**config.mk**
```make
export PLATFORM = sky130hd
export DESIGN_NAME = bus_drive_arbiter
export DESIGN_NICKNAME = d
export VERILOG_FILES = /design/src/rtl/bus_arb_pkg.sv /design/src/rtl/rr_priority_pick.sv /design/src/rtl/bus_drive_arbiter.sv
export SDC_FILE = /design/constraint.sdc
export NUM_CORES = 1
export LEC_CHECK = 0
export ABC_AREA = 1
export CAP_MARGIN = 5
export CORE_MARGIN = 2
export CORE_UTILIZATION = 54
export DETAILED_ROUTE_END_ITERATION = 10
export PLACE_DENSITY = 0.88
export REMOVE_ABC_BUFFERS = 1
export SLEW_MARGIN = 20
export SYNTH_ARGS = -nofsm -noshare
export SYNTH_HDL_FRONTEND = slang
export SYNTH_SLANG_ARGS = --single-unit
```
**constraint.sdc**
```tcl
create_clock -name Clock -period 2.4 [get_ports Clock]
set_clock_uncertainty 0.1 [all_clocks]
set_input_delay 0.24 -clock Clock [delete_from_list [all_inputs] [get_ports Clock]]
set_output_delay 0.24 -clock Clock [all_outputs]
set_load 0.1 [all_outputs]
```
**src/rtl/bus_arb_pkg.sv**
```systemverilog
// Shared definitions for the bus drive arbiter: state encoding, sizing limits and clog2.
package bus_arb_pkg;

    localparam int unsigned MaxNrOfMasters = 8;

    typedef enum logic [1:0] {
        StIdle = 2'd0,
        StOwn  = 2'd1,
        StTurn = 2'd2
    } bus_state_e;

    function automatic int unsigned clog2(input int unsigned value);
        int unsigned result;
        result = 0;
        while ((1 << result) < value) begin
            result = result + 1;
        end
        return result;
    endfunction

endpackage

```
**src/rtl/rr_priority_pick.sv**
```systemverilog
// Combinational round-robin pick: first set request bit at or after ptr, wrapping modulo
// NrOfMasters.
module rr_priority_pick
    import bus_arb_pkg::*;
#(
    parameter int unsigned NrOfMasters = 4,
    parameter int unsigned OwnerBits   = 2
) (
    input  logic [NrOfMasters-1:0] req,
    input  logic [OwnerBits-1:0]   ptr,
    output logic                   found,
    output logic [OwnerBits-1:0]   winner
);

    always_comb begin
        found  = 1'b0;
        winner = '0;
        for (int unsigned i = 0; i < NrOfMasters; i++) begin
            int unsigned idx;
            idx = (int'(ptr) + i) % NrOfMasters;
            if (!found && req[idx]) begin
                found  = 1'b1;
                winner = OwnerBits'(idx);
            end
        end
    end

endmodule

```
**src/rtl/bus_drive_arbiter.sv**
```systemverilog
// Round-robin owner arbiter for the shared tri-state bus with bounded hold time.
// Define BUS_ARB_TURNAROUND_EN to insert one dead bus cycle between successive owners.
module bus_drive_arbiter
    import bus_arb_pkg::*;
#(
    parameter int unsigned NrOfMasters = 4,
    parameter int unsigned MaxHold     = 16,
    parameter int unsigned OwnerBits   = 2
) (
    input  logic                   Clock,
    input  logic                   Reset,
    input  logic [NrOfMasters-1:0] Req,
    output logic [NrOfMasters-1:0] Grant,
    output logic [NrOfMasters-1:0] Drive_T,
    output logic [OwnerBits-1:0]   Owner,
    output logic                   Busy
);

    localparam int unsigned HcBits = (clog2(MaxHold + 1) == 0) ? 1 : clog2(MaxHold + 1);

    bus_state_e             state_q, state_d;
    logic [NrOfMasters-1:0] grant_q, grant_d;
    logic [OwnerBits-1:0]   owner_q, owner_d;
    logic                   busy_q, busy_d;
    logic [OwnerBits-1:0]   ptr_q, ptr_d;
    logic [HcBits-1:0]      hc_q, hc_d;

    logic [OwnerBits-1:0]   next_ptr;
    logic [OwnerBits-1:0]   pick_ptr;
    logic                   found;
    logic [OwnerBits-1:0]   winner;
    logic [NrOfMasters-1:0] other_req;
    logic                   release_own;
    logic                   preempt_own;

    rr_priority_pick #(
        .NrOfMasters (NrOfMasters),
        .OwnerBits   (OwnerBits)
    ) u_pick (
        .req    (Req),
        .ptr    (pick_ptr),
        .found  (found),
        .winner (winner)
    );

    always_comb begin
        next_ptr = (owner_q == OwnerBits'(NrOfMasters - 1)) ? '0 : owner_q + 1'b1;
        // While owning, the next winner is searched from the post-release pointer.
        pick_ptr = (state_q == StOwn) ? next_ptr : ptr_q;

        other_req          = Req;
        other_req[owner_q] = 1'b0;
        release_own        = !Req[owner_q];
        // >= rather than == so a waiter arriving after saturation is still served.
        preempt_own        = (MaxHold != 0) && (hc_q >= HcBits'(MaxHold - 1)) && |other_req;
    end

    always_comb begin
        state_d = state_q;
        grant_d = grant_q;
        owner_d = owner_q;
        busy_d  = busy_q;
        ptr_d   = ptr_q;
        hc_d    = hc_q;

        unique case (state_q)
            StIdle, StTurn: begin
                grant_d = '0;
                busy_d  = 1'b0;
                state_d = StIdle;
                if (found) begin
                    grant_d[winner] = 1'b1;
                    owner_d         = winner;
                    busy_d          = 1'b1;
                    hc_d            = '0;
                    state_d         = StOwn;
                end
            end
            StOwn: begin
                if (hc_q != HcBits'(MaxHold)) begin
                    hc_d = hc_q + 1'b1;
                end
                if (release_own || preempt_own) begin
                    ptr_d   = next_ptr;
                    grant_d = '0;
                    busy_d  = 1'b0;
`ifdef BUS_ARB_TURNAROUND_EN
                    state_d = StTurn;
`else
                    state_d = StIdle;
                    if (found) begin
                        grant_d[winner] = 1'b1;
                        owner_d         = winner;
                        busy_d          = 1'b1;
                        hc_d            = '0;
                        state_d         = StOwn;
                    end
`endif
                end
            end
            default: state_d = StIdle;
        endcase
    end

    always_ff @(posedge Clock) begin
        if (Reset) begin
            state_q <= StIdle;
            grant_q <= '0;
            owner_q <= '0;
            busy_q  <= 1'b0;
            ptr_q   <= '0;
            hc_q    <= '0;
        end else begin
            state_q <= state_d;
            grant_q <= grant_d;
            owner_q <= owner_d;
            busy_q  <= busy_d;
            ptr_q   <= ptr_d;
            hc_q    <= hc_d;
        end
    end

    assign Grant   = grant_q;
    assign Drive_T = grant_q;
    assign Owner   = owner_q;
    assign Busy    = busy_q;

endmodule
```
# ---- Word level (Yosys, flattened, before mapping)
# Cells that the tools add are included.
dict set report totals {
  register_bits 16
  inputBits 6
  out_inout_bits 11
  wordCells 87
}
dict set report op_classes {
  n_addsub 5
  magnitude_cmp 9
  n_eq_ne 6
  mux 41
  bitwise 2
  reduce_logical 18
}
# cell count
set ops {}
lappend ops {{$mux W5} 4}
lappend ops {{$lt A2 B3 Y1 const B} 6}
lappend ops {{$mux W2} 9}
lappend ops {{$mux W1} 14}
lappend ops {{$bmux W1 S2} 5}
lappend ops {{$pmux W5 S2} 1}
lappend ops {{$mux W4} 2}
lappend ops {{$pmux W2 S2} 2}
lappend ops {{$pmux W4 S2} 1}
lappend ops {{$logic_and A1 B1 Y1} 6}
lappend ops {{$reduce_and A2 Y1} 3}
lappend ops {{$add A5 B1 Y5 const B} 1}
lappend ops {{$ge A5 B4 Y1 const B} 1}
lappend ops {{$ne A5 B5 Y1 const B} 1}
lappend ops {{$add A2 B1 Y2 const B} 2}
lappend ops {{$add A2 B2 Y2 const B} 2}
lappend ops {{$and A4 B4 Y4} 1}
lappend ops {{$demux W1 S2} 2}
lappend ops {{$eq A2 B2 Y1 const B} 2}
lappend ops {{$ge A2 B1 Y1 const B} 2}
lappend ops {{$logic_not A1 Y1} 4}
lappend ops {{$not A4 Y4} 1}
lappend ops {{$reduce_or A4 Y1} 1}
lappend ops {{$eq A2 B1 Y1 const B} 1}
lappend ops {{other kinds (7)} 7}

# ---- Logic depth before layout (Yosys ltp)
# Gate-level depths: netlist (run 1).
dict set report logic_depth {
  depth_word 22
  depth_mapped 16
  mapped_depth_nobuf 16
}

# ---- By module
# A second synthesis (run 1) with hierarchy kept.
dict set report unflattened {
  cells_unflattened 194
  area_unflattened_um2 1223.7
}
# mod n_inst cells_each area_each_um2 seq_area_each_um2
set modules_own_cells {}
lappend modules_own_cells {bus_drive_arbiter 1 135 904.6 280.3}
lappend modules_own_cells {rr_priority_pick 1 59 319.1 0.0}

# ---- Least setup slack after synthesis (run 1)
# OpenSTA, ideal clock, no wires.
dict set report synth_timing {
  path_type {flip-flop to flip-flop}
  startpoint {register owner_q[0] (netlist: Owner[0])}
  endpoint {register owner_q[0] (netlist: Owner[0])}
  setup_ps 130
  t_arrival_ps 2581
  required_time_ps 2170
  path_slack_ps -411
  path_stages_with_launch 15
  n_path_buf 0
  period_less_slack_ps 2811
  path_cell_list {dfxtp_1 -> inv_1 -> ha_1 -> inv_1 -> nand2_4 -> nand2_4 -> nand3_2 -> nand2_2 -> nand2_1 -> nand2_2 -> nand4_4 -> nand2_2 -> nor2_4 -> a21oi_1 -> nor2_1}
}
dict set report synth_via {
  elab_chain_len 18
  word_cells_on_any_way 47
  cone_classes {add/sub: 4; order compare: 2; eq/ne: 2; mux: 25; bitwise: 2; reduce/logical: 12}
}
# element line
set synth_lines {}
lappend synth_lines {{from (decl)} bus_drive_arbiter.sv:23} ;# logic [OwnerBits-1:0] owner_q, owner_d;
lappend synth_lines {{from (signal assigned)} bus_drive_arbiter.sv:116} ;# owner_q <= owner_d;
lappend synth_lines {{$add A2 B1 Y2 / $eq A2 B2 Y1 (equally long branches)} bus_drive_arbiter.sv:47} ;# next_ptr = (owner_q == OwnerBits'(NrOfMasters - 1)) ? '0 : owner_q + 1'b1;
lappend synth_lines {{$mux W2 (*)} bus_drive_arbiter.sv:47}
lappend synth_lines {{named net next_ptr[1]} bus_drive_arbiter.sv:28} ;# logic [OwnerBits-1:0] next_ptr;
lappend synth_lines {{$mux W2 (*)} bus_drive_arbiter.sv:49} ;# pick_ptr = (state_q == StOwn) ? next_ptr : ptr_q;
lappend synth_lines {{branches (longest 12 deep; another with $add A2 B1 Y2)} n/a}
lappend synth_lines {{$mux W2 (*)} {bus_drive_arbiter.sv:71, bus_drive_arbiter.sv:91}}
lappend synth_lines {{$mux W2} bus_drive_arbiter.sv:83} ;# if (release_own || preempt_own) begin
lappend synth_lines {{$pmux W2 S2 (*)} bus_drive_arbiter.sv:66} ;# unique case (state_q)
# Mark *: on every way through the listed nets, which the timed path passes. The select of a mux whose other input is x is not followed.
# A chain may end at the register's enable or synchronous reset.

# ---- Worst setup path in the final report (run 1)
dict set report layout_timing {
  startpoint {register owner_q[0] (netlist: Owner[0])}
  endpoint {register hc_q[2]}
}
dict set report layout_via {
  elab_chain_len 18
  word_cells_on_any_way 43
  cone_classes {add/sub: 4; order compare: 2; eq/ne: 2; mux: 21; bitwise: 2; reduce/logical: 12}
}
# element line
set layout_lines {}
lappend layout_lines {{$add A2 B1 Y2 / $eq A2 B2 Y1 (equally long branches)} bus_drive_arbiter.sv:47}
lappend layout_lines {{$mux W2 (*)} bus_drive_arbiter.sv:47}
lappend layout_lines {{named net next_ptr[1]} bus_drive_arbiter.sv:28}
lappend layout_lines {{$mux W2 (*)} bus_drive_arbiter.sv:49}
lappend layout_lines {{branches (longest 11 deep; another with $add A2 B1 Y2)} n/a}
lappend layout_lines {{$mux W1 (*)} rr_priority_pick.sv:21} ;# if (!found && req[idx]) begin
lappend layout_lines {{$mux W5} bus_drive_arbiter.sv:91} ;# if (found) begin
lappend layout_lines {{$mux W5} bus_drive_arbiter.sv:83}
lappend layout_lines {{$pmux W5 S2} bus_drive_arbiter.sv:66}
lappend layout_lines {{to (signal assigned)} bus_drive_arbiter.sv:112} ;# hc_q <= '0;
lappend layout_lines {{to (signal assigned)} bus_drive_arbiter.sv:119} ;# hc_q <= hc_d;
lappend layout_lines {{to (decl)} bus_drive_arbiter.sv:26} ;# logic [HcBits-1:0] hc_q, hc_d;
# Marks and branches as above.

==> results of run 1 <==
==> logic make-up (layout without fill, tap and decap cells) <==
| kind of cell | after synthesis | after routing | synth area share |
|---|---|---|---|
| AOI/OAI and AO/OA | 26 | 26 | 0.1203 |
| adders and majority gates | 7 | 7 | 0.07261 |
| and+or+nand+nor | 103 | 103 | 0.4699 |
| buffers and inverters | 23 | 40 | 0.09025 |
| xor gates and xnor gates | 2 | 2 | 0.01453 |
| DFF | 14 | 14 | 0.2324 |
==> critical path, cell delays in order, from the launching register on <==
cell,delay [ns]
dfxtp_1,0.40
inv_1,0.08
ha_1,0.34
inv_1,0.10
nand2_4,0.05
nand2_4,0.10
nand3_2,0.08
nand2_2,0.10
nand2_2,0.07
nand2_4,0.11
nand4_4,0.12
nand2_2,0.15
nand4_1,0.13
a21oi_1,0.19
==> cell type report <==
class                   instances  share of cell area
clock buffers                   4             0.02613
repair buffers                 19              0.1117
well taps                      28             0.02523
flip-flops and latches         14              0.2027
inverters                      17             0.04595
multi-input cells             138              0.5883
==> state kept, by name (all words and copies together) (netlist names) <==
signal	cells
hc_q	5
Busy	1
ptr_q	2
Drive_T	4
Owner	2
==> routing by layer <==
metal	global-route usage	vias to the layer above	routed length (um)
li1	-	608	-
met3	0.04971	0	162
met1	0.2801	579	1218
met2	0.4351	47	1561
met4	0.07456	0	0
met5	0	-	0
==> final timing paths <==
check                           startpoint          to  slack, ns  cells past startpoint
worst max-delay path              Owner[0]     hc_q[2]       0.18                     13
worst min-delay path            Drive_T[0]  Drive_T[0]       0.39                      2
worst max register to register    Owner[0]     hc_q[2]       0.18                     13
worst min register to register  Drive_T[0]  Drive_T[0]       0.39                      2
==> synthesized netlist by cell type (all sizes together) <==
| master | count | area share |
|---|---|---|
| nand2 | 56 | 0.24 |
| nand3 | 24 | 0.11 |
| a21oi | 17 | 0.077 |
| inv | 17 | 0.053 |
| nor2 | 16 | 0.064 |
| dfxtp | 14 | 0.23 |
| ha | 7 | 0.073 |
| buf | 5 | 0.034 |
| o21ai | 5 | 0.021 |
| nand4 | 4 | 0.033 |
| nand3b | 2 | 0.012 |
| o22ai | 2 | 0.010 |
| xor2 | 2 | 0.015 |
| a211oi | 1 | 0.0062 |
| clkbuf | 1 | 0.0031 |
| o21a | 1 | 0.0062 |
| or2 | 1 | 0.0052 |
==> timing repair <==
item	in CTS	in global routing
endpoints found under the setup margin	0	6
hold endpoints to repair	0	0
gates resized for setup	0	1
buffers inserted	0	0
==> through the flow <==
step	cells	setup TNS, ns
after floorplan	169	-5.041
after global placement	216	0
after detailed placement	216	0
after CTS	220	0
after global routing	220	0
final	220	0
==> results.sh, run 1 <==
export IMPL_status="completed"
export IMPL_n_fill_cell=198
export IMPL_clock_path_buffers=2
export IMPL_max_freq_mhz=450.5
export IMPL_syn2layout_area_growth_pct=15.15
export IMPL_grt_pass1_wl_um=4836
export IMPL_final_cell_area_sq_um=1389
export IMPL_antenna_cells=0
export IMPL_syn_inst=175
export IMPL_setup_viol=0
export IMPL_ys_ff_latch=14
export IMPL_min_period_ns=2.220
export IMPL_synth_distinct_cells=27
export IMPL_hold_path_class="flip-flop to flip-flop"
export IMPL_final_common_cell="nand2_1"
export IMPL_routed_wl_um=2942
export IMPL_die_y_um=51.26
export IMPL_antenna_found_initial=0
export IMPL_grt_remaining_overflow=0
export IMPL_clk_latency_ns=0.28
export IMPL_seq_area_frac_synth=0.2324
export IMPL_io_pins=17
export IMPL_drt_pass1_iter_count=4
export IMPL_final_antenna_net_count=0
export IMPL_fin_crit_sh=0.9249
export IMPL_cap_violations=0
export IMPL_path_clk_slew_ns=0.09
export IMPL_tritoncts="done"
export IMPL_rsz0062_at_grt="false"
export IMPL_gp_congestion=0.9519
export IMPL_cp_end_kind="flip-flop"
export IMPL_mostFrequentLayoutCells="37 x nand2_1, 21 x nand3_1, 16 x inv_1, 15 x a21oi_1, 14 x buf_4"
export IMPL_placed_cell_area_sq_um=1351
export IMPL_initial_core_util=0.5559
export IMPL_die_w_um=51.26
export IMPL_cts_inserted_buffers=3
export IMPL_coreArea_sq_um=2170
export IMPL_h_tree_depth=1
export IMPL_postCtsHoldBufs=0
export IMPL_worstPathRequired_ns=2.50
export IMPL_hpwl_um=2250
export IMPL_drcViolationCount=0
export IMPL_worst_slack_ns=0.1802
export IMPL_place_ws_ns=0.1995
export IMPL_rows=17
export IMPL_tightestPinTransition_ns=0.5521
export IMPL_seq_area_sq_um=281.5
export IMPL_drive_gt1_frac=0.2552
export IMPL_hold_violations=0
export IMPL_portBuffers=16
export IMPL_multi_input_area_sq_um=817.0
export IMPL_cts_sinks=14
export IMPL_fin_nets=206
export IMPL_grt_max_degree=15
export IMPL_root_buffer="clkbuf_4"
export IMPL_synth_warnings=0
export IMPL_cp_start_kind="flip-flop"
export IMPL_viasPerCell=5.609
export IMPL_finish_utilization=0.6401
export IMPL_wire_per_inst_um=13.37
export IMPL_syn_area_per_cell_sq_um=6.892
export IMPL_drt_iter0_drc=44
export IMPL_arrival_ns=2.32
export IMPL_hold_ws_ns=0.3918
export IMPL_path_max_fanout=8
export IMPL_drv_slew=0
export IMPL_die_area_sq_um=2628
export IMPL_track_usage=0.2397
export IMPL_grt_pass1_vias=1144
export IMPL_route_vias_total=1234
export IMPL_synthesis_area_sq_um=1206
export IMPL_slew_limit_headroom=0.6308
export IMPL_criticalPathCategory="flip-flop to flip-flop"
Power of run 1 is not shown: default switching activity piles up to over one toggle a cycle in this logic, so the estimate is an artifact.
==> run 2: changes to the inputs <==
--- a/config.mk
+++ b/config.mk
@@ -8,9 +8,9 @@
 export ABC_AREA = 1
 export CAP_MARGIN = 5
 export CORE_MARGIN = 2
-export CORE_UTILIZATION = 54
+export CORE_UTILIZATION = 30
 export DETAILED_ROUTE_END_ITERATION = 10
-export PLACE_DENSITY = 0.88
+export PLACE_DENSITY = 0.58
 export REMOVE_ABC_BUFFERS = 1
 export SLEW_MARGIN = 20
 export SYNTH_ARGS = -nofsm -noshare
==> results.sh, run 2 (synthesized netlist as in run 1, its figures left out) <==
export IMPL_hpwl_um=2171
export IMPL_grt_remaining_overflow=0
export IMPL_startpoint="Owner[0]"
export IMPL_cp_end_kind="flip-flop"
export IMPL_setup_viol=0
export IMPL_syn2layout_area_growth_pct=20.23
export IMPL_antenna_cells=0
export IMPL_p_total_mw=2.208
export IMPL_ir_worst_vdd_uv=759.7
export IMPL_io_pins=17
export IMPL_drt_pass1_iter_count=4
export IMPL_h_tree_depth=1
export IMPL_coreArea_sq_um=3943
export IMPL_die_y_um=67.41
export IMPL_route_vias_total=1134
export IMPL_gp_congestion=0.7796
export IMPL_drive_gt1_frac=0.2629
export IMPL_fin_crit_sh=0.9064
export IMPL_tritoncts="done"
export IMPL_slew_limit_headroom=0.6114
export IMPL_antenna_found_initial=0
export IMPL_portBuffers=16
export IMPL_largest_reg_flops=5
export IMPL_n_fill_cell=406
export IMPL_criticalPathCategory="flip-flop to flip-flop"
export IMPL_rsz0062_at_grt="false"
export IMPL_status="completed"
export IMPL_tightestPinTransition_ns=0.5811
export IMPL_grt_pass1_vias=1064
export IMPL_initial_core_util=0.3059
export IMPL_clk_latency_ns=0.24
export IMPL_root_buffer="clkbuf_8"
export IMPL_path_max_fanout=8
export IMPL_drv_slew=0
export IMPL_fin_nets=208
export IMPL_clock_path_buffers=2
export IMPL_crit_end="Owner[0]"
export IMPL_cts_sinks=14
export IMPL_grt_max_degree=15
export IMPL_hold_violations=0
export IMPL_drt_iter0_drc=57
export IMPL_p_per_area_nw_per_um2=1523
export IMPL_top_register="hc_q"
export IMPL_grt_pass1_wl_um=4616
export IMPL_r2r_end="Owner[0]"
export IMPL_arrival_ns=2.19
export IMPL_mostFrequentLayoutCells="37 x nand2_1, 21 x nand3_1, 16 x inv_1, 16 x buf_4, 15 x a21oi_1"
export IMPL_die_area_sq_um=4543
export IMPL_hold_path_class="flip-flop to flip-flop"
export IMPL_viasPerCell=4.648
export IMPL_final_antenna_net_count=0
export IMPL_cts_inserted_buffers=3
export IMPL_cp_start_kind="flip-flop"
export IMPL_r2r_start="Owner[0]"
export IMPL_ff2ff_path_depth=14
export IMPL_path_clk_slew_ns=0.06
export IMPL_postCtsHoldBufs=0
export IMPL_max_freq_mhz=459.7
export IMPL_die_w_um=67.41
export IMPL_track_usage=0.1338
export IMPL_worstPathRequired_ns=2.41
export IMPL_routed_wl_um=2701
export IMPL_cap_violations=0
export IMPL_final_common_cell="nand2_1"
export IMPL_fin_tns_setup_ns=0
export IMPL_r2r_slack_ns=0.22
export IMPL_drcViolationCount=0
export IMPL_min_period_ns=2.175
export IMPL_wire_per_inst_um=11.07
export IMPL_rows=23
export IMPL_leakage_nw=0.6435
==> run 2: worst max-delay path: stages (launching register included) <==
cell     delay, ns
dfxtp_1       0.38
inv_1         0.08
ha_1          0.35
inv_1         0.11
nand2_4       0.05
nand2_4       0.11
nand3_2       0.07
nand2_2       0.10
nand2_1       0.07
nand2_2       0.10
nand4_4       0.15
nand2_2       0.14
nor2_4        0.05
a21oi_1       0.12
nor2_1        0.05
==> run 2: worst min path at each step <==
stage | from | to | slack, ns | cells after the start
after global placement | Drive_T[2] | Drive_T[2] | 0.37 | 2
after global routing | Drive_T[2] | Drive_T[2] | 0.41 | 2
after detailed placement | ptr_q[1] | ptr_q[1] | 0.38 | 2
after floorplan | Reset | Drive_T[1] | 0.20 | 1
final | Drive_T[2] | Drive_T[2] | 0.38 | 2
after CTS | ptr_q[1] | ptr_q[1] | 0.39 | 2
==> run 2: where the power goes <==
part,total [mW],leakage [nW],internal (mW),switching [mW]
clock,0.230,0.0288,0.145,0.0844
sequential,0.360,0.115,0.298,0.0619
combinational,1.62,0.500,0.433,1.19
total,2.21,0.643,0.876,1.33
==> run 2: final cells by class <==
type	instances	area (sq um)	share of cell area
clock buffer	4	55.05	0.03796
inverter	17	63.81	0.04400
multi-input combinational	138	817.0	0.5634
sequential	14	281.5	0.1941
tap	50	62.56	0.04314
timing repair buffer	21	170.2	0.1173
==> run 2: routing by layer <==
layer	part of all wire	up-vias	GRT usage
met1	0.51	515	0.1689
met3	0.013	2	0.03167
met2	0.47	7	0.2240
met4	0.0052	0	0.04337
li1	-	610	-
met5	0	-	0
==> run 2: metrics by stage <==
stage	instances	hold WS, ns	cell area, sq um	setup slack, ns	util
after floorplan	169	0.2024	1161	-0.4597	-
after global placement	240	0.3703	1394	0.2601	0.3535
after detailed placement	240	0.3765	1394	0.2149	0.3535
after CTS	244	0.3866	1449	0.1794	0.3675
after global routing	244	0.4117	1450	0.04652	0.3678
final	244	0.3805	1450	0.2246	0.3678
==> run 2: repair_timing <==
| item | 4_1_cts | 5_1_grt |
|---|---|---|
| resized for setup | 0 | 1 |
| buffers inserted | 0 | 0 |
| setup endpoints to repair | 0 | 4 |
Power figures use the tool's default switching activity.
==> run 3: changes to the inputs <==
--- a/config.mk
+++ b/config.mk
@@ -15,4 +15,5 @@
 export SLEW_MARGIN = 20
 export SYNTH_ARGS = -nofsm -noshare
 export SYNTH_HDL_FRONTEND = slang
+export SYNTH_HIERARCHICAL = 1
 export SYNTH_SLANG_ARGS = --single-unit
==> results.sh, run 3 <==
export IMPL_grt_remaining_overflow=0
export IMPL_cts_sinks=14
export IMPL_wire_per_inst_um=10.11
export IMPL_synth_area_leader_cell="dfxtp_1"
export IMPL_gp_congestion=0.8023
export IMPL_crit_slowest_cell="dfxtp_4"
export IMPL_arrival_ns=2.31
export IMPL_ys_ff_latch=14
export IMPL_routed_wl_um=2719
export IMPL_synthesis_area_sq_um=1224
export IMPL_cts_inserted_buffers=3
export IMPL_final_common_cell="nand2_1"
export IMPL_grt_pass1_vias=1031
export IMPL_drcViolationCount=0
export IMPL_die_y_um=67.87
export IMPL_tightestPinTransition_ns=0.6116
export IMPL_fin_tns_setup_ns=0
export IMPL_die_area_sq_um=4606
export IMPL_synth_warnings=6
export IMPL_hold_violations=0
export IMPL_synth_distinct_cells=25
export IMPL_cpMostUsedCell="nand2_2"
export IMPL_syn2layout_area_growth_pct=30.57
export IMPL_syn_inst=194
export IMPL_hold_path_class="flip-flop to flip-flop"
export IMPL_crit_chain="inv_2 -> ha_4 -> nand2_1 -> nand2_2 -> inv_4 -> nand2_2 -> nand2_2 -> nand2_2 -> nand2_2 -> nor2_4 -> nand3b_1 -> buf_6 -> buf_4 -> nand2_4 -> nand3_1 -> a21oi_1"
export IMPL_tritoncts="done"
export IMPL_seq_area_frac_synth=0.2290
export IMPL_synth_commonest_cells="66 x nand2_1, 25 x inv_1, 15 x a21oi_1, 15 x nand2_2, 14 x dfxtp_1"
export IMPL_postCtsHoldBufs=0
export IMPL_path_clk_slew_ns=0.05
export IMPL_slew_limit_headroom=0.5910
export IMPL_setup_viol=0
export IMPL_yosys_top_cells_area="dfxtp_1 23%, nand2_1 20%, inv_1 7.7%"
export IMPL_path_max_fanout=5
export IMPL_status="completed"
export IMPL_synthArstFlopShare=0
export IMPL_cp_start_kind="flip-flop"
export IMPL_grt_max_degree=15
export IMPL_final_antenna_net_count=0
export IMPL_die_w_um=67.87
export IMPL_max_freq_mhz=443.8
export IMPL_drt_pass1_iter_count=4
export IMPL_synthFlopType="dfxtp_1"
export IMPL_synth_top_cell_area_share=0.2290
export IMPL_drive_gt1_frac=0.3333
export IMPL_route_vias_total=1180
export IMPL_clock_path_buffers=2
export IMPL_rows=23
export IMPL_portBuffers=16
export IMPL_max_stage_delay_ns=0.38
export IMPL_hold_ws_ns=0.3805
export IMPL_drt_iter0_drc=40
export IMPL_cp_end_kind="flip-flop"
export IMPL_top_register="hc_q"
export IMPL_hpwl_um=2042
export IMPL_mostFrequentLayoutCells="63 x nand2_1, 23 x inv_1, 22 x buf_4, 16 x nand2_2, 13 x a21oi_1"
export IMPL_coreArea_sq_um=3971
export IMPL_antenna_found_initial=0
export IMPL_initial_core_util=0.3081
export IMPL_track_usage=0.1188
export IMPL_clk_latency_ns=0.24
export IMPL_root_buffer="clkbuf_8"
export IMPL_cap_violations=0
export IMPL_largest_reg_flops=5
export IMPL_fin_crit_sh=0.9388
export IMPL_synth_edf_count=0
export IMPL_syn_area_per_cell_sq_um=6.308
export IMPL_min_period_ns=2.253
export IMPL_rsz0062_at_grt="true"
export IMPL_h_tree_depth=1
export IMPL_io_pins=17
export IMPL_worstPathRequired_ns=2.46
export IMPL_grt_pass1_wl_um=4333
export IMPL_criticalPathCategory="flip-flop to flip-flop"
export IMPL_fin_nets=234
export IMPL_yosysMostFrequentCell="nand2_1"
export IMPL_viasPerCell=4.387
export IMPL_drv_slew=0
export IMPL_antenna_cells=0
[run 3: cell types whose count changed after synthesis, sizes merged, moves of 2 or more]
cell,before,now
nand2,56,84
nand3,24,17
o21ai,5,2
nor2,16,8
o22ai,2,0
nor3,0,4
inv,17,29
nand4,4,2
[run 3: layout make-up]
class	instances	area, sq um
well taps	50	62.56
flip-flops and latches	14	287.8
inverters	29	118.9
repair buffers	29	237.7
multi-input cells	144	849.6
fillers	437	2374
clock buffers	3	41.29
[run 3: path summary, 6_finish.rpt]
check | start | to | slack [ns] | cells after the start
worst min register to register | Drive_T[0] | Drive_T[0] | 0.38 | 2
worst min-delay path | Drive_T[0] | Drive_T[0] | 0.38 | 2
worst max-delay path | Owner[0] | hc_q[2] | 0.15 | 16
worst max register to register | Owner[0] | hc_q[2] | 0.15 | 16
[run 3: metrics by stage]
step	instance area (sq um)	utilization	instances	setup WS, ns
2_1_floorplan	1167	-	187	-0.7076
3_3_place_gp	1415	0.3563	260	0.07581
3_5_place_dp	1415	0.3563	260	0.02567
4_1_cts	1464	0.3686	264	0.005305
5_1_grt	1598	0.4023	269	-0.04270
6_report	1598	0.4023	269	0.1469
[run 3: kinds of logic after synthesis]
group                      count (synthesis)  synth area share
DFF                                       14            0.2290
buffers and inverters                     36            0.1350
xor gates and xnor gates                   1          0.007159
AOI/OAI and AO/OA                         19           0.08384
and+or+nand+nor                          117            0.4734
adders and majority gates                  7           0.07157
[run 3: repair_timing]
| item | in CTS | in global routing |
|---|---|---|
| pin swaps | 0 | 8 |
| cloned | 0 | 0 |
| resized for setup | 0 | 27 |
| endpoints found under the hold margin | 0 | 0 |
| endpoints found under the setup margin | 1 | 12 |
| setup buffers | 1 | 5 |
[run 3: metal layers]
metal	up-vias	global-route usage	wire length, um
met3	0	0.01480	29
met5	-	0	0
met2	5	0.2145	1457
li1	651	-	-
met1	524	0.1522	1233
met4	0	0.02250	0
[run 3: critical path, delay by kind of cell, from the launching register on]
kind                     cells  cell delay [ns]
AO/OA/AOI/OAI                1             0.13
adder cells (fa/ha/maj)      1             0.26
buffers and inverters        4             0.42
flip-flops                   1             0.38
AND/OR/NAND/NOR             10             0.89
Power of run 3 is left out for the same reason.
